## src/rtl/ahb_delay_ctrl.sv

```systemverilog
// ahb_delay_ctrl: programmable per-transfer delay source for the AHB read-delay FIFO, with transfer/stall counters
module ahb_delay_ctrl #(
  parameter logic [15:0] LFSR_SEED = 16'hACE1,
  parameter int          DELAY_W   = 16
) (
  input  logic        cpu_clk,
  input  logic        cpu_rst_b,
  input  logic [1:0]  biu_pad_htrans,
  input  logic        fifo_biu_hready,
  input  logic        cfg_sel,
  input  logic        cfg_wr,
  input  logic [3:0]  cfg_addr,
  input  logic [31:0] cfg_wdata,
  output logic [31:0] cfg_rdata,
  output logic [31:0] counter_num0
);
  logic [1:0]         mode, n_mode;
  logic [DELAY_W-1:0] base, lim, cur, n_base, n_lim, cur_nxt, sweep_nxt;
  logic [15:0]        lfsr, lfsr_nxt;
  logic [31:0]        xfer_cnt, stall_cnt, rd_val;
  logic               accept, stall, wr_ctrl, wr_delay, cfg_write, cnt_clr;
  logic               unused_addr;

  function automatic logic [DELAY_W-1:0] sat_add(input logic [DELAY_W-1:0] b, input logic [DELAY_W-1:0] m);
    logic [DELAY_W:0] s;
    s = {1'b0, b} + {1'b0, m};
    return s[DELAY_W] ? '1 : s[DELAY_W-1:0];
  endfunction

  assign accept      = biu_pad_htrans[1] && fifo_biu_hready;
  assign stall       = biu_pad_htrans[1] && !fifo_biu_hready;
  assign wr_ctrl     = cfg_sel && cfg_wr && cfg_addr[3:2] == 2'd0;
  assign wr_delay    = cfg_sel && cfg_wr && cfg_addr[3:2] == 2'd1;
  assign cfg_write   = wr_ctrl || wr_delay;
  assign cnt_clr     = wr_ctrl && cfg_wdata[2];
  assign unused_addr = ^cfg_addr[1:0];

  assign n_mode   = wr_ctrl  ? cfg_wdata[1:0]         : mode;
  assign n_base   = wr_delay ? cfg_wdata[DELAY_W-1:0] : base;
  assign n_lim    = wr_delay ? cfg_wdata[16+:DELAY_W] : lim;
  assign lfsr_nxt = {lfsr[0] ^ lfsr[2] ^ lfsr[3] ^ lfsr[5], lfsr[15:1]};

  // a config write reloads from the freshly written values and uses the pre-shift LFSR
  always_comb begin
    sweep_nxt = (lim < base || cur >= lim) ? base : cur + DELAY_W'(1);
    cur_nxt   = cfg_write ? (n_mode == 2'd0 ? '0 :
                             n_mode == 2'd2 ? sat_add(n_base, DELAY_W'(lfsr) & n_lim) : n_base)
                          : (mode == 2'd0 ? '0 :
                             mode == 2'd1 ? base :
                             mode == 2'd2 ? sat_add(base, DELAY_W'(lfsr_nxt) & lim) : sweep_nxt);
    rd_val    = cfg_addr[3:2] == 2'd0 ? {30'b0, mode} :
                cfg_addr[3:2] == 2'd1 ? {16'(lim), 16'(base)} :
                cfg_addr[3:2] == 2'd2 ? xfer_cnt : stall_cnt;
  end

  always_ff @(posedge cpu_clk or negedge cpu_rst_b) begin
    if (!cpu_rst_b) begin
      mode      <= '0;
      base      <= '0;
      lim       <= '0;
      cur       <= '0;
      lfsr      <= LFSR_SEED;
      xfer_cnt  <= '0;
      stall_cnt <= '0;
      cfg_rdata <= '0;
    end else begin
      mode      <= n_mode;
      base      <= n_base;
      lim       <= n_lim;
      if (cfg_write || accept) cur <= cur_nxt;
      if (accept) lfsr <= lfsr_nxt;
      xfer_cnt  <= cnt_clr ? '0 : (accept && !(&xfer_cnt)) ? xfer_cnt + 32'd1 : xfer_cnt;
      stall_cnt <= cnt_clr ? '0 : (stall && !(&stall_cnt)) ? stall_cnt + 32'd1 : stall_cnt;
      if (cfg_sel && !cfg_wr) cfg_rdata <= rd_val;
    end
  end

  assign counter_num0 = {{(32-DELAY_W){1'b0}}, cur};
endmodule

```

## config.mk

```make
export PLATFORM = sky130hd
export DESIGN_NAME = ahb_delay_ctrl
export DESIGN_NICKNAME = d
export VERILOG_FILES = /design/src/rtl/ahb_delay_ctrl.sv
export SDC_FILE = /design/constraint.sdc
export NUM_CORES = 1
export LEC_CHECK = 0
export ABC_AREA = 1
export CAP_MARGIN = 20
export CORE_MARGIN = 2
export CORE_UTILIZATION = 45
export DETAILED_ROUTE_END_ITERATION = 6
export DONT_BUFFER_PORTS = 1
export MAX_ROUTING_LAYER = met4
export PLACE_DENSITY_LB_ADDON = 0.12
export SLEW_MARGIN = 5
export SYNTH_ARGS = -nofsm -noshare
export SYNTH_HDL_FRONTEND = slang
export SYNTH_SLANG_ARGS = --single-unit
```

## constraint.sdc

```tcl
create_clock -name cpu_clk -period 4.99 [get_ports cpu_clk]
set_clock_uncertainty 0.05 [all_clocks]
set_input_delay 1.2475 -clock cpu_clk [delete_from_list [all_inputs] [get_ports cpu_clk]]
set_output_delay 1.2475 -clock cpu_clk [all_outputs]
set_load 0.03 [all_outputs]
```

# ---- After elaboration in Yosys (flattened, before gate mapping)
# Cells that the tools add are included.
dict set report classes {
  addsub 5
  multipliers 0
  div 0
  n_lt_le_gt_ge 2
  eq_ne 5
  shift 0
  muxes 19
  n_bitwise 5
  reduce_logical 23
}
# cell n
set ops {}
lappend ops {{two-way mux 32 bit} 7}
lappend ops {{two-way mux 16 bit} 11}
lappend ops {{adder 32 x 1 -> 32 bit, second input constant} 2}
lappend ops {{AND reduction 32 bit} 2}
lappend ops {{adder 16 x 16 -> 17 bit} 2}
lappend ops {{AND 16 bit} 2}
lappend ops {{adder 16 x 1 -> 16 bit, second input constant} 1}
lappend ops {{>= comparator 16 bit} 1}
lappend ops {{< comparator 16 bit} 1}
lappend ops {{logical AND 1 bit} 9}
lappend ops {{equality test 2 bit, second input constant} 3}
lappend ops {{zero test 2 bit} 3}
lappend ops {{equality test 2 x 1 -> 1 bit, second input constant} 2}
lappend ops {{zero test 1 bit} 4}
lappend ops {{nonzero test 2 bit} 2}
lappend ops {{logical OR 1 bit} 3}
lappend ops {{XOR 1 bit} 3}
lappend ops {{two-way mux 2 bit} 1}
dict set report word_totals {
  regBits 162
  latch_bits 0
  ram_bits 0
  mem_bits_ro 0
  elab_cells 67
  n_memories 0
}

# ---- Depth between registers and ports, before layout
dict set report logic_depth {
  ltp_word 10
  depth_mapped 24
  ltp_nobuf 22
}

# ---- Worst setup path before layout
# Ideal clock, no wire load.
dict set report synth_path {
  path_kind {input port to flip-flop}
  start {input port cfg_sel}
  end {register cur[15]}
  setup_time_ns 0.117
  arrival_ns 4.001
  required_ns 4.823
  path_slack_ns 0.822
  stages 20
  path_cell_list {nand2_2 inv_1 nand2_4 buf_2 clkbuf_1 nand2_1 o21ai_0 inv_1 nor2_1 ha_1 inv_1 o21ai_0 a21oi_1 nor2_1 a2111oi_0 nand3_2 o21bai_1 nand2_1 nand2_1 nand2_1}
}
dict set report synth_via {
  elab_chain_len 9
  elab_cells_between_ends 16
}
# item line_no
set synth_rtl {}
lappend synth_rtl {{start, declared} 10} ;# input logic cfg_sel,
lappend synth_rtl {{logical AND 1 bit (2 in series)} 33} ;# assign wr_delay = cfg_sel && cfg_wr && cfg_addr[3:2] == 2'd1;
lappend synth_rtl {{two-way mux 16 bit} 40} ;# assign n_lim = wr_delay ? cfg_wdata[16+:DELAY_W] : lim;
lappend synth_rtl {{named net n_lim[9]} 18} ;# logic [DELAY_W-1:0] base, lim, cur, n_base, n_lim, cur_nxt, sweep_nxt;
lappend synth_rtl {{AND 16 bit} 47} ;# n_mode == 2'd2 ? sat_add(n_base, DELAY_W'(lfsr) & n_lim) : n_base)
lappend synth_rtl {{adder 16 x 16 -> 17 bit} 26} ;# s = {1'b0, b} + {1'b0, m};
lappend synth_rtl {{two-way mux 16 bit} 27} ;# return s[DELAY_W] ? '1 : s[DELAY_W-1:0];
lappend synth_rtl {{two-way mux 16 bit} 47}
lappend synth_rtl {{two-way mux 16 bit (2 in series)} 46} ;# cur_nxt = cfg_write ? (n_mode == 2'd0 ? '0 :
lappend synth_rtl {{end signal, assigned} 70} ;# if (cfg_write || accept) cur <= cur_nxt;
lappend synth_rtl {{end, declared} 18}
# The timed path passes the listed nets, and every way through them passes these cells.
# A chain may end at the register's enable or synchronous reset.

# ---- Worst setup path after layout
dict set report layout_path {
  start {input port cfg_wr}
  end {register cur[14]}
}
dict set report layout_via {
  elab_chain_len 9
  elab_cells_between_ends 16
}
# item line_no
set layout_rtl {}
lappend layout_rtl {{start, declared} 11} ;# input logic cfg_wr,
lappend layout_rtl {{logical AND 1 bit (2 in series)} 33}
lappend layout_rtl {{two-way mux 16 bit} 40}
lappend layout_rtl {{named net n_lim[9]} 18}
lappend layout_rtl {{AND 16 bit} 47}
lappend layout_rtl {{adder 16 x 16 -> 17 bit} 26}
lappend layout_rtl {{two-way mux 16 bit} 27}
lappend layout_rtl {{two-way mux 16 bit} 47}
lappend layout_rtl {{two-way mux 16 bit (2 in series)} 46}
# The timed path passes the listed nets, and every way through them passes these cells.

==> metrics.yaml <==
worst_setup_path:
  path_delay_family: "compound AO/OA/AOI/OAI gates"
  required_ns: 5.25
  reg2reg_setup_slack_ns: 1.38
  endpoint: "cur[14]$_DFFE_PN0P_"
  startpoint_type: "primary input"
  critPathKind: "in -> reg"
  critical_path_depth: 18
  cp_cell_sequence: "nand2_2, inv_1, nand2_4, o21ai_0, inv_1, nor2_1, ha_1, inv_1, o21ai_0, a21oi_1, nor2_1, a2111oi_0, buf_4, nand3_2, inv_2, nand3_1, nand2_1, a21oi_1"
  arrival_ns: 4.39
  cpMostUsedCell: "inv_1"
  cp_max_fo: 41
  r2r-end: "cur[14]$_DFFE_PN0P_"
  cp-end-kind: "flip-flop"
  cp.buffers_inverters: 5
  cpMaxStageDelayCell: "a2111oi_0"
  r2r_start: "base[9]$_DFF_PN0_"
  rr_worst_depth: 14
  cp-startpoint: "cfg_wr"
  cpPeakStageDelay_ns: 0.42
synth:
  synth_seq_cells: 162
  netlist_instances: 1708
  ys_warn_count: 0
  synth-edff-count: 0
  synth_area_um2: 11700
  seq_area_frac_synth_pct: 34.6
  ys.flop_type: "dfrtp_1"
  synth.distinct_cells: 46
  syn_avg_cell_area_um2: 6.88
  async_reset_ff_share_pct: 100
layout:
  antenna_cells: 0
  drive_gt1_share_pct: 4.81
  nets: 1802
  final_cell_mix: "nand2_1, inv_1, o21ai_0"
  final_area_um2: 12600
  layout_commonest_cell: "nand2_1"
  area_growth_pct: 7.62
  instances_no_fill: 2041
clock_network:
  htreeDepth: 4
  numCtsBuffers: 17
  path_clk_slew_ns: 0.07
  root_buffer: "clkbuf_16"
  clockBufferDepth: 2
  clock_sinks: 162
  cts_tree: "done"
  clock_latency_ns: 0.44
  cts_setup_buffers: 0
  cts.hold.buffers_added: 0
  cts_resized: 0
placed_design:
  numPortBuffers: 0
  placed_cells: 2009
  place_area_um2: 12000
  gp_congestion: 0.927
  dp_hpwl_um: 31700
floorplan:
  dieHeight_um: 166
  core_um2: 25800
  initial_core_util_pct: 45.5
  fp.dieW_um: 166
  die_area_um2: 27400
  std_cell_rows: 59
  ioPinCount: 107
routing:
  viasPerCell: 5.68
  wire_per_inst_um: 20.0
  drtPass1Iterations: 5
  drc: 0
  drtIter0Drc: 1224
  vias: 11589
  ant_nets: 0
  wl_um: 40700
global_route:
  grt_usage_pct: 31.2
  grt_overflow_total: 0
  antenna_found_initial: 0
  grt_pass1_wl_um: 61800
  grt_pass1_vias: 10765
  grt_start_max_net_pins: 163
pwr:
  switchingPower_w: 0.00234
  cellLeakagePower_nw: 6.23
  power.density_nw_per_um2: 419
  intPower_w: 0.00295
  switching_share_pct: 44.2
  vdd_drop_max_mv: 0.176
  pwr-share-clk_pct: 26.0
  seqPwrFrac_pct: 40.8
  power_frac_comb_pct: 33.2
sta:
  period_needed_ns: 4.13
  hold_ws_ns: 0.414
  setup_tns_ns: 0
  rsz0062_at_grt: "false"
  drv_slew: 0
  timing_hold_violations_final: 0
  worst_pin_slew_ns: 0.722
  timing.fmax_ghz: 0.242
  period_share_pct: 82.8
  slew_headroom_pct: 51.7
  setup_violations: 0
run:
  maxCapViolations: 0
worst_hold_path:
  hp-class: "reg -> reg"
run_status:
  status: "complete, no violations"
## power by group through the flow
stage | clock, W | sequential (W) | combinational [W]
5_1_grt | 0.00144 | 0.00219 | 0.00198
2_1_floorplan | 0 | 0.00198 | 0.00130
4_1_cts | 0.00139 | 0.00214 | 0.00173
3_5_place_dp | 0 | 0.00217 | 0.00172
3_3_place_gp | 0 | 0.00217 | 0.00171
6_report | 0.00138 | 0.00216 | 0.00176
## worst min path at each step
stage,slack (ns),end,cells past startpoint,from
after detailed placement,0.40,xfer_cnt[16]$_DFFE_PN0P_,1,xfer_cnt[16]$_DFFE_PN0P_
after floorplan,0.38,xfer_cnt[16]$_DFFE_PN0P_,1,xfer_cnt[16]$_DFFE_PN0P_
after global placement,0.40,xfer_cnt[16]$_DFFE_PN0P_,1,xfer_cnt[16]$_DFFE_PN0P_
after global routing,0.43,stall_cnt[28]$_DFFE_PN0P_,0,cpu_rst_b
final,0.41,xfer_cnt[16]$_DFFE_PN0P_,1,xfer_cnt[16]$_DFFE_PN0P_
after CTS,0.41,xfer_cnt[16]$_DFFE_PN0P_,1,xfer_cnt[16]$_DFFE_PN0P_
## synthesized netlist by cell type, types with 6 or more instances
cell | n | share of area (%)
o21ai_0 | 170 | 7.2
nor2_1 | 166 | 5.3
nand4_1 | 30 | 1.6
a21oi_1 | 146 | 6.2
a211oi_1 | 7 | 0.45
ha_1 | 64 | 6.8
nand2_2 | 6 | 0.32
xnor2_1 | 12 | 0.89
dfstp_2 | 8 | 1.8
xor2_1 | 20 | 1.5
a31oi_1 | 6 | 0.32
nand2_1 | 376 | 12
inv_1 | 233 | 7.4
o21a_1 | 15 | 0.96
nor3_1 | 45 | 1.9
buf_4 | 17 | 1.1
clkbuf_1 | 38 | 1.2
dfrtp_1 | 154 | 33
nand3b_1 | 7 | 0.45
nand3_1 | 97 | 4.1
nor4_1 | 7 | 0.37
o31ai_1 | 26 | 1.7
## registers in the layout (all words and copies together), names as in the netlist
| signal | cells |
|---|---|
| base | 16 |
| xfer_cnt | 32 |
| stall_cnt | 32 |
| cfg_rdata | 32 |
| mode | 2 |
| lim | 16 |
| lfsr | 16 |
| cur | 16 |
## kinds of logic after synthesis
| kind of cell | count (synthesis) | share of synthesized area, % |
|---|---|---|
| AO/OA/AOI/OAI | 400 | 18.8 |
| XOR/XNOR | 32 | 2.39 |
| adder cells (fa/ha/maj) | 65 | 6.99 |
| AND/OR/NAND/NOR | 746 | 26.9 |
| buffers and inverters | 302 | 10.3 |
| flip-flops | 162 | 34.6 |
| other | 1 | 0.0319 |
## final cells by class
| class | count | area (um2) |
|---|---|---|
| fill | 2685 | 13200 |
| tap | 335 | 419 |
| clock inverter | 12 | 148 |
| inverter | 240 | 901 |
| sequential | 162 | 4060 |
| multi-input combinational | 1259 | 6530 |
| timing repair buffer | 14 | 125 |
| clock buffer | 19 | 453 |
## through the flow
stage	power (W)	worst slack (ns)	utilization [%]
6_report	0.00529	0.860	48.9
5_1_grt	0.00561	0.661	48.9
4_1_cts	0.00526	1.01	48.8
3_5_place_dp	0.00389	0.579	46.5
3_3_place_gp	0.00387	0.532	46.5
2_1_floorplan	0.00328	0.822	-
## worst reg2reg max path, stage by stage (launching register included)
cell	delay, ns
dfrtp_1	0.61
inv_1	0.26
o21ai_0	0.44
ha_1	0.35
inv_1	0.09
o21ai_0	0.12
a21oi_1	0.27
nor2_1	0.07
a2111oi_0	0.42
buf_4	0.22
nand3_2	0.21
inv_2	0.14
nand3_1	0.11
nand2_1	0.08
a21oi_1	0.05
## per-layer routing
metal | part of all wire (%) | vias to the layer above | routed length (um) | global-route usage, %
met5 | 0 | - | 0 | -
met4 | 2.5 | 0 | 1010 | 9.37
met3 | 7.9 | 63 | 3230 | 5.94
met2 | 42 | 434 | 17100 | 43.9
met1 | 47 | 5492 | 19300 | 45.4
li1 | - | 5600 | - | -
No activity file was read; power rests on OpenSTA's default activity.
